[src/rtl/bist_ctrl.sv]
// BIST session controller: drives a 5-bit LFSR pattern stream to the CUT and
// compacts its 1-bit response into a 4-bit SISR signature, then checks it against a golden value.
module bist_ctrl #(
  parameter int unsigned N_PAT = 31
) (
  input  logic       i_clk,
  input  logic       i_rst,
  input  logic       i_start,
  input  logic       i_resp,
  input  logic [3:0] i_exp_sig,
  output logic [4:0] o_pat,
  output logic       o_pat_valid,
  output logic       o_busy,
  output logic       o_done,
  output logic       o_pass,
  output logic [3:0] o_sig
);

  typedef enum logic [1:0] {
    S_IDLE = 2'd0,
    S_RUN  = 2'd1,
    S_CMP  = 2'd2,
    S_DONE = 2'd3
  } state_t;

  localparam logic [4:0] SEED = 5'b11111;
  localparam logic [4:0] LAST = 5'(N_PAT - 1);

  state_t     r_state;
  logic [4:0] r_pat;
  logic [3:0] r_sig;
  logic [4:0] r_cnt;
  logic       r_pat_valid;
  logic       r_busy;
  logic       r_done;
  logic       r_pass;

  logic [4:0] w_pat_nxt;
  logic [3:0] w_sig_nxt;

  // Feedback taps give a maximal-length (period 31) sequence from the all-ones seed.
  assign w_pat_nxt = {r_pat[3], r_pat[2], r_pat[1] ^ r_pat[4], r_pat[0], r_pat[4]};
  assign w_sig_nxt = {r_sig[2], r_sig[1], r_sig[3] ^ r_sig[0], r_sig[3] ^ i_resp};

  always_ff @(posedge i_clk or posedge i_rst) begin
    if (i_rst) begin
      r_state     <= S_IDLE;
      r_pat       <= SEED;
      r_sig       <= 4'b0000;
      r_cnt       <= 5'd0;
      r_pat_valid <= 1'b0;
      r_busy      <= 1'b0;
      r_done      <= 1'b0;
      r_pass      <= 1'b0;
    end else begin
      case (r_state)
        S_IDLE, S_DONE: begin
          if (i_start) begin
            r_state     <= S_RUN;
            r_pat       <= SEED;
            r_sig       <= 4'b0000;
            r_cnt       <= 5'd0;
            r_pat_valid <= 1'b1;
            r_busy      <= 1'b1;
            r_done      <= 1'b0;
            r_pass      <= 1'b0;
          end
        end
        S_RUN: begin
          r_pat <= w_pat_nxt;
          r_sig <= w_sig_nxt;
          r_cnt <= r_cnt + 5'd1;
          if (r_cnt == LAST) begin
            r_state     <= S_CMP;
            r_pat_valid <= 1'b0;
          end
        end
        S_CMP: begin
          r_pass  <= (r_sig == i_exp_sig);
          r_done  <= 1'b1;
          r_busy  <= 1'b0;
          r_state <= S_DONE;
        end
        default: r_state <= S_IDLE;
      endcase
    end
  end

  assign o_pat       = r_pat;
  assign o_sig       = r_sig;
  assign o_pat_valid = r_pat_valid;
  assign o_busy      = r_busy;
  assign o_done      = r_done;
  assign o_pass      = r_pass;

endmodule

[config.mk]
export PLATFORM = sky130hd
export DESIGN_NAME = bist_ctrl
export DESIGN_NICKNAME = d
export VERILOG_FILES = /design/src/rtl/bist_ctrl.sv
export SDC_FILE = /design/constraint.sdc
export NUM_CORES = 1
export LEC_CHECK = 0
export CORE_ASPECT_RATIO = 0.6
export CORE_MARGIN = 3
export CORE_UTILIZATION = 40
export DETAILED_ROUTE_END_ITERATION = 12
export GPL_TIMING_DRIVEN = 0
export PLACE_DENSITY = 0.74
export SLEW_MARGIN = 10
export SYNTH_ARGS = -nofsm -noshare
export SYNTH_HDL_FRONTEND = slang
export SYNTH_SLANG_ARGS = --single-unit
[constraint.sdc]
create_clock -name i_clk -period 1.6 [get_ports i_clk]
set_input_delay 0.24 -clock i_clk [delete_from_list [all_inputs] [get_ports i_clk]]
set_output_delay 0.24 -clock i_clk [all_outputs]
set_load 0.02 [all_outputs]
==> results.md <==
- Switching share of power: roughly two fifths
- Core Area: around 2200 um2
- Final std cells w/o fill: around 150
- Placed wire-length estimate: about 1500 um
- CP arrival: 1720 ps
- WP data required: between 1500 and 2000 ps
- I/O pins: 21
- Logic pwr share: just over 50%
- Least-Margin Pin Slew: 771 ps
- DRT iter0 DRCs: 24
- Max-cap violation count: 0
- Die footprint: a little over 3000 um2
- Switching power: 1.12 mW
- Placed Cells: 141
- P_int: 1.57 mW
- Area leader, netlist: dfrtp_1
- Most used DFF post-synth: dfrtp_1
- Via count: roughly 800
- Gr usage total: 15.3%
- Global-route wire length before repair: 3620 um
- Clock power share: between 10% and 20%
- Layout area overhead: 35.5%
- # setup viols final: 0
- Top cells by area, synth: dfrtp_1, dfstp_2, ha_1, o22a_1, xnor2_1
- Dpl ws: -29.3 ps
- Critical path peak fanout: 6
- CTS H-tree lvls: 1
- Gp weighted congestion: around 0.83
- IO buf count: 20
- Worst setup SP type: flip-flop
- Mapped Avg Cell Area: 10.8 um2
- Rel. slew slack: roughly half
- Vias in the first global route: approximately 760
- Largest net degree at the start of global routing: 21
- Asr flop ratio synth: 100%
- Final Max Tran Viols: 0
- Unrepaired setup endpoints after global routing: true
- Register-to-Register Path Depth: 6
- Die Ht: 44.3 um
- Final hold violation count: 0
- Setup TNS: 0 ps
- Worst skew pair latency: 260 ps
- Ys Warns: 0
- FMAX: between 600 and 700 MHz
- Post-synth EDFFs: 0
- ANT nets after route: 0
- Clk buf depth: 2
- Tcrit/Tclk final: 98.1%
- Synth Net Count: 104
- Synth unique cells: 27
- Initial Util: 43.6%
- Setup WS post-layout: 30.9 ps
- Congestion Overflow GR: 0
- CTS Buf Count: 3
- Initial antenna violation count: 0
- Antenna Cells: 0
- DR pass1 iterations: 4
- Num rows: 13
- Final min period: 1570 ps
- Clk slew on worst S/H paths: 70 ps
- CTS tree: done
- Seq cells post-synth: 20
- Status: finished clean
- Clock skew: 1.77 ps
- Crit end category: flip-flop
- Post-layout nets: 133
- Drt drc: 0
- Critical Path, Cell by Cell: ha_4, buf_6, and2b_4, nor3_1, a21o_1, a22o_1
- Total power: approximately 2.7 mW
- Wirelength per Cell: 15.3 um
- VDD IR max: around 1.1 mV
- Die X: 69.9 um
- Worst path max stage delay: between 400 and 500 ps
- CTS sink count: 20
- Post-synthesis sequential area ratio: 51.7%
- Cell count after synthesis: 91
- Hold Path Class: input pin to asynchronous set/reset pin
- LEAKAGE: around 0.60 nW
- Share of cells above drive strength 1: slightly above 20%
- Yosys top cell area share: 38.3%
- Post-DR vias/cell: between 5 and 6
- Critical path class: flip-flop to flip-flop
- CTS root buffer: clkbuf_8
- PD cells: roughly 2000 nW/um2
- Sequential share of power: between 30% and 40%
- Mapped Area: about 980 um2
- Slowest-stage cell, CP: dfrtp_2
- Routed WL: 2290 um
==> through the flow <==
stage	hold slack [ps]	area [um2]	utilization, %
2_1_floorplan	200	980	-
3_3_place_gp	493	1220	54.2
3_5_place_dp	490	1220	54.2
4_1_cts	447	1280	57.0
5_1_grt	474	1330	59.1
6_report	415	1330	59.1
==> path summary, 6_finish.rpt <==
| path | start | to | slack (ps) |
|---|---|---|---|
| max | r_state[1] | r_cnt[4] | 30 |
| min | i_rst | r_cnt[4] | 410 |
| max reg2reg | r_state[1] | r_cnt[4] | 30 |
| min reg2reg | o_pass | o_pass | 510 |
| max in group asynchronous | i_rst | r_state[1] | 660 |
| min in group i_clk | o_pass | o_pass | 510 |
==> power groups by stage <==
stage | registers (mW) | clock network (mW) | logic (mW)
finish | 0.911 | 0.388 | 1.39
floorplan | 1.01 | 0 | 0.711
detailed placement | 0.911 | 0 | 1.26
global placement | 0.903 | 0 | 1.22
CTS | 0.897 | 0.394 | 1.27
global route | 0.943 | 0.421 | 1.51
==> synthesized netlist by cell type (all sizes together) (2+ instances only) <==
master / number
nand3: 3
a32o: 2
xor2: 2
a22o: 3
nor2: 4
o22a: 5
buf: 2
dfstp: 5
a21o: 3
inv: 6
ha: 5
xnor2: 5
o21ai: 7
dfrtp: 15
nor3: 2
a21oi: 6
nand2: 9
==> final cells by class <==
| cell class | count | area, um2 |
|---|---|---|
| buffer | 2 | 16.3 |
| clock buffer | 4 | 55.1 |
| fill | 191 | 917 |
| timing repair buffer | 24 | 223 |
| multi-input combinational | 63 | 465 |
| inverter | 6 | 22.5 |
| sequential | 20 | 508 |
| tap | 30 | 37.5 |
==> worst max-delay path: cells and delay by family (launching register included) <==
kind | cells | cell delay (ps)
AO/OA/AOI/OAI | 2 | 340
adder cells (fa/ha/maj) | 1 | 270
buffers and inverters | 1 | 110
flip-flops | 1 | 440
AND/OR/NAND/NOR | 2 | 290
==> state kept, by name, indices dropped and copies added (netlist names) <==
register     cells
o_done           1
r_state          2
o_sig            4
o_pass           1
o_pat            5
o_pat_valid      1
o_busy           1
r_cnt            5
==> per-layer routing <==
layer | vias to the layer above | GRT usage, % | share of wire, %
li1 | 379 | - | -
met1 | 396 | 20.6 | 47
met2 | 25 | 24.4 | 46
met3 | 2 | 4.99 | 6.3
met4 | 0 | 3.44 | 0.83
met5 | - | 0 | 0
==> kinds of logic after synthesis <==
| group | after synthesis | synth area share, % |
|---|---|---|
| and+or+nand+nor | 21 | 10.3 |
| xor gates and xnor gates | 7 | 6.26 |
| adders and majority gates | 5 | 6.39 |
| muxes | 1 | 1.02 |
| AOI/OAI and AO/OA | 29 | 20.7 |
| buffers and inverters | 8 | 3.58 |
| DFF | 20 | 51.7 |
==> layout by cell type (no fill, tap or decap), types with 2 or more instances in the layout <==
cell type,count
a32o_1,2
nor2_1,3
a21o_1,3
o22a_1,5
nand3_1,3
ha_1,4
nand2_1,8
dlygate4sd2_1,6
clkdlybuf4s50_1,13
clkbuf_8,4
inv_1,6
o21ai_0,5
xor2_1,2
a21oi_1,6
xnor2_1,5
buf_4,3
buf_2,2
a22o_1,3
dfstp_2,5
dfrtp_1,14
==> what timing repair did <==
item,CTS,global route
resized for setup,6,8
cloned,0,1
endpoints found under the setup margin,16,18
setup buffers,2,1
hold buffers,0,0
endpoints found under the hold margin,0,0
pin swaps,0,1
No activity file was read; power rests on OpenSTA's default activity.
==> RTL change 1, RTL diff (config.mk and constraints unchanged) <==
Change the parameter `N_PAT` from 31 to 16.
--- a/src/rtl/bist_ctrl.sv
+++ b/src/rtl/bist_ctrl.sv
@@ -2,5 +2,5 @@
 // compacts its 1-bit response into a 4-bit SISR signature, then checks it against a golden value.
 module bist_ctrl #(
-  parameter int unsigned N_PAT = 31
+  parameter int unsigned N_PAT = 16
 ) (
   input  logic       i_clk,
Function: no difference found for any inputs over 10 cycles, from zero or initial values and one cycle with i_rst high; that may be too few to reach the edited logic, so the function may still have changed.
==> RTL change 1 against the original RTL <==
- register-to-register slack gained 50 ps
- highest routed layer is now met3
- total power up 3.6%
- combinational power up 3%
- clock power increased by 31%
- worst setup slack gained 16 ps
- cell area grew 2.8%
- routed wire length fell by 4.3%
- via count decreased by 6.0%
- sequential cell count did not move
- final cell count decreased by 2.0%
- synthesized cell count is 3.3% lower
- sequential power down 6.8%
- area after synthesis grew 0.64%
==> RTL change 1: results (changes against the original RTL) <==
Final GP Congestion=0.7063 (was 0.8341); DP Area=1224 um2 (was 1217 um2); Layout fillers=188 (was 191); Synth Area in Adders=6.345% (was 6.386%); Synth top cells by count=dfrtp_1 (15), inv_1 (6), o21ai_0 (6) (was dfrtp_1 (15), nand2_1 (9), a21oi_1 (6), inv_1 (6), o21ai_0 (6)); Vias=754 (was 802); Syn Nets=101 (was 104); pre-CTS WS=-133.2 ps (was -29.30 ps); Post-Synth XOR/XNOR Area=6.218% (was 6.258%); hold crit path type=input pin to asynchronous set/reset pin (unchanged); global-route wire length before repair=3477 um (was 3622 um); DP HPWL=1490 um (was 1549 um); Pleak=0.5929 nW (was 0.6040 nW); per-cell routed wire length=14.99 um (was 15.34 um); mux cell area share after synthesis=1.396% (was 1.022%); complex-gate fraction of the synthesized area=20.43% (was 20.69%); status=finished, final reports clean (unchanged); clk_skew=9.637 ps (was 1.766 ps); Synth area leaders=dfrtp_1 (38%), dfstp_2 (13%), ha_1 (6.3%), o22a_1 (4.4%), xnor2_1 (4.4%) (was dfrtp_1 (38%), dfstp_2 (13%), ha_1 (6.4%), o22a_1 (4.5%), xnor2_1 (4.5%)); family with the most delay on the worst path=buffers and inverters (was flip-flops); combinational family with the most area after synthesis=compound AO/OA/AOI/OAI gates (unchanged); total CTS buffers=3 (unchanged); nets=130 (was 133); number of global-route vias before repair=728 (was 761); CP max stage delay=640 ps (was 440 ps); PortBufs=20 (unchanged); Tot GR Track Use=14.34% (was 15.28%); Worst path slowest cell=clkdlybuf4s50_1 (was dfrtp_2); Initial DRC Count=21 (was 24); Netlist cell types=30 (was 27); VDD IR-drop max=1.509 mV (was 1.130 mV); Seq/Total Area, Yosys=51.40% (was 51.72%); Post-synth ARST share=100.0% (unchanged); Worst-Margin Slew=754.1 ps (was 771.1 ps); Root Buffer=clkbuf_8 (unchanged); crit path max fanout=4 (was 6); Buf/Inv on CP=1 (unchanged); initial antenna violation count=0 (unchanged); top_reg_cell synth=dfrtp_1 (unchanged); share of post-route cells with drive strength above 1=22.41% (was 20.17%)
-- RTL change 1: cell count changes in the layout (fill, tap and decap cells not counted), sizes merged, moves of 2 or more --
cell    unedited run  this run
nand2b             1         4
a22o               3         1
nor3               2         0
nand2              9         6
a21o               3         1
-- RTL change 1: path summary, 6_finish.rpt --
check,slack [ps],to,from,cells past startpoint
hold / removal,400,r_cnt[4],i_rst,2
setup / recovery,50,o_sig[0],o_sig[0],1
hold reg to reg,520,r_cnt[4],r_cnt[4],2
min in group i_clk,520,r_cnt[4],r_cnt[4],2
max in group asynchronous,710,o_pass,i_rst,2
setup reg to reg,80,r_cnt[2],r_state[0],6
-- RTL change 1: what timing repair did --
item	4_1_cts	5_1_grt
gates resized for setup	11	8
endpoints found under the setup margin	22	17
gates cloned	0	0
buffers inserted	0	4
pin swaps	0	2
-- RTL change 1: per-layer routing --
layer / up-vias / part of all wire (%) / track usage [%]
met5: - / 0 / 0
met4: 0 / 0 / 1.145
met3: 0 / 5.9 / 4.535
met2: 22 / 49 / 24.39
met1: 359 / 46 / 19.04
li1: 373 / - / -
-- RTL change 1: power breakdown --
part / internal, W / leakage, nW / switching (W)
sequential: 0.000697 / 0.241 / 0.000151
clock: 0.000334 / 0.0357 / 0.000173
combinational: 0.000664 / 0.316 / 0.000770
-- RTL change 1: logic make-up (layout without fill, tap and decap cells) --
group	count (synthesis)	in the layout
XOR/XNOR	7	7
multiplexers	1	1
AO/OA/AOI/OAI	28	28
adder cells (fa/ha/maj)	5	5
buffers and inverters	9	37
AND/OR/NAND/NOR	18	18
flip-flops	20	20
-- RTL change 1: area by class of cell --
cell class	count	area share (%)
inverter	6	1.650
clock inverter	1	2.200
sequential	20	37.12
tap	30	2.750
buffer	3	2.016
timing repair buffer	24	16.41
multi-input combinational	59	34.83
clock buffer	3	3.025
-- RTL change 1: stage by stage --
stage	std cells	total power [W]	hold slack, ps	utilization, %
CTS	142	0.002609	436.0	58.25
finish	146	0.002790	403.6	60.81
detailed placement	138	0.002065	497.4	54.52
global route	146	0.002947	481.2	60.81
global placement	138	0.002018	494.0	54.52
floorplan	88	0.001655	200.1	-
==> RTL change 2, RTL diff (config.mk and constraints unchanged) <==
Made on the original files. Add an input register stage for `i_start`, `i_resp` and `i_exp_sig`, with the module's reset; this delays them by one clock.
--- a/src/rtl/bist_ctrl.sv
+++ b/src/rtl/bist_ctrl.sv
@@ -27,4 +27,20 @@
   localparam logic [4:0] LAST = 5'(N_PAT - 1);
 
+  logic i_start_q;
+  logic i_resp_q;
+  logic [3:0] i_exp_sig_q;
+
+  always_ff @(posedge i_clk or posedge i_rst) begin
+    if (i_rst) begin
+      i_start_q   <= '0;
+      i_resp_q    <= '0;
+      i_exp_sig_q <= '0;
+    end else begin
+      i_start_q   <= i_start;
+      i_resp_q    <= i_resp;
+      i_exp_sig_q <= i_exp_sig;
+    end
+  end
+
   state_t     r_state;
   logic [4:0] r_pat;
@@ -41,5 +57,5 @@
   // Feedback taps give a maximal-length (period 31) sequence from the all-ones seed.
   assign w_pat_nxt = {r_pat[3], r_pat[2], r_pat[1] ^ r_pat[4], r_pat[0], r_pat[4]};
-  assign w_sig_nxt = {r_sig[2], r_sig[1], r_sig[3] ^ r_sig[0], r_sig[3] ^ i_resp};
+  assign w_sig_nxt = {r_sig[2], r_sig[1], r_sig[3] ^ r_sig[0], r_sig[3] ^ i_resp_q};
 
   always_ff @(posedge i_clk or posedge i_rst) begin
@@ -56,5 +72,5 @@
       case (r_state)
         S_IDLE, S_DONE: begin
-          if (i_start) begin
+          if (i_start_q) begin
             r_state     <= S_RUN;
             r_pat       <= SEED;
@@ -77,5 +93,5 @@
         end
         S_CMP: begin
-          r_pass  <= (r_sig == i_exp_sig);
+          r_pass  <= (r_sig == i_exp_sig_q);
           r_done  <= 1'b1;
           r_busy  <= 1'b0;
Formal check against the unedited RTL: not equivalent (a bounded check fails within 4 cycles, from zero or initial values and one cycle with i_rst high).
==> RTL change 2 against the original RTL <==
- routed wire length grew 2.3%
- total power grew 8.8%
- clock skew grew 0.87 ps
- area after synthesis grew 22%
- hold slack lost 16 ps
- sequential cell count grew 6
- cell area grew 18%
- worst setup slack gained 6.1 ps
- global-route usage shrank 1.7 points
- synthesized cell count grew 9.9%
- maximum frequency grew 0.39%
- utilization shrank 0.35 points
- combinational power is essentially flat
- critical endpoint is now r_cnt[3]
- largest cell class unchanged
==> RTL change 2: results (changes against the original RTL) <==
Synth Area in Adders=5.241% (was 6.386%); met2 Use GR=20.85% (was 24.39%); mux cell area share after synthesis=2.516% (was 1.022%); DP HPWL=1637 um (was 1549 um); multi-input gate count=64 (was 63); Worst Hold Margin=398.3 ps (was 414.6 ps); buffering overhead=17.67% (was 18.00%); met2 WL=1098 um (was 1056 um); met3 usage=5.185% (was 4.989%); DP Area=1444 um2 (was 1217 um2); placed cells=160 (was 141); fraction of area in registers=41.97% (was 38.27%); R2R cell count=7 (was 6); postcts setup bufs=1 (was 2); VDD IR-drop max=0.9584 mV (was 1.130 mV); Worst-Margin Slew=953.0 ps (was 771.1 ps); Pleak=0.7632 nW (was 0.6040 nW); part of the power in registers=34.1% (was 33.8%); Initial DRC Count=60 (was 24); wire length on met1=1104 um (was 1065 um); r2r endpoint=r_cnt[3] (was r_cnt[4]); status=finished, final reports clean (unchanged); final std cells w/o fill=169 (was 149); met3 wire length=128 um (was 145 um); nets=143 (was 133); Syn Nets=113 (was 104); Layout fillers=240 (was 191); Seq/Total Area, Yosys=55.03% (was 51.72%); CP max stage delay=380 ps (was 440 ps); multi-input combinational area share=31.18% (was 35.06%); Clock-cell share=4.556% (was 4.147%); row count=14 (was 13); Final GP Congestion=0.7642 (was 0.8341); GRT met1 Usage=18.63% (was 20.63%); number of global-route vias before repair=868 (was 761)
RTL change 2: changes by cell type after synthesis, moves of 3 or more:
| cell | before | now |
|---|---|---|
| xnor2_1 | 5 | 2 |
| xor2_1 | 2 | 5 |
| buf_6 | 0 | 3 |
| a21oi_1 | 6 | 3 |
| dfrtp_1 | 15 | 21 |
RTL change 2: worst max path at each step:
stage,to,cells after the start
final,r_cnt[3],7
after global routing,r_cnt[3],7
after CTS,o_sig[0],1
after detailed placement,o_pat[3],6
after global placement,o_pat[4],6
after floorplan,r_cnt[3],7
RTL change 2: worst reg2reg max path: cells and delay by family (launching register included):
kind	cells	cell delay, ps
buf+inv	2	190
compound gates	2	340
fa+ha+maj	1	270
simple gates	2	280
flops	1	380
RTL change 2: logic make-up after synthesis:
| kind of cell | after synthesis |
|---|---|
| multiplexers | 3 |
| AND/OR/NAND/NOR | 22 |
| XOR/XNOR | 7 |
| buffers and inverters | 10 |
| flip-flops | 26 |
| AO/OA/AOI/OAI | 27 |
| adder cells (fa/ha/maj) | 5 |
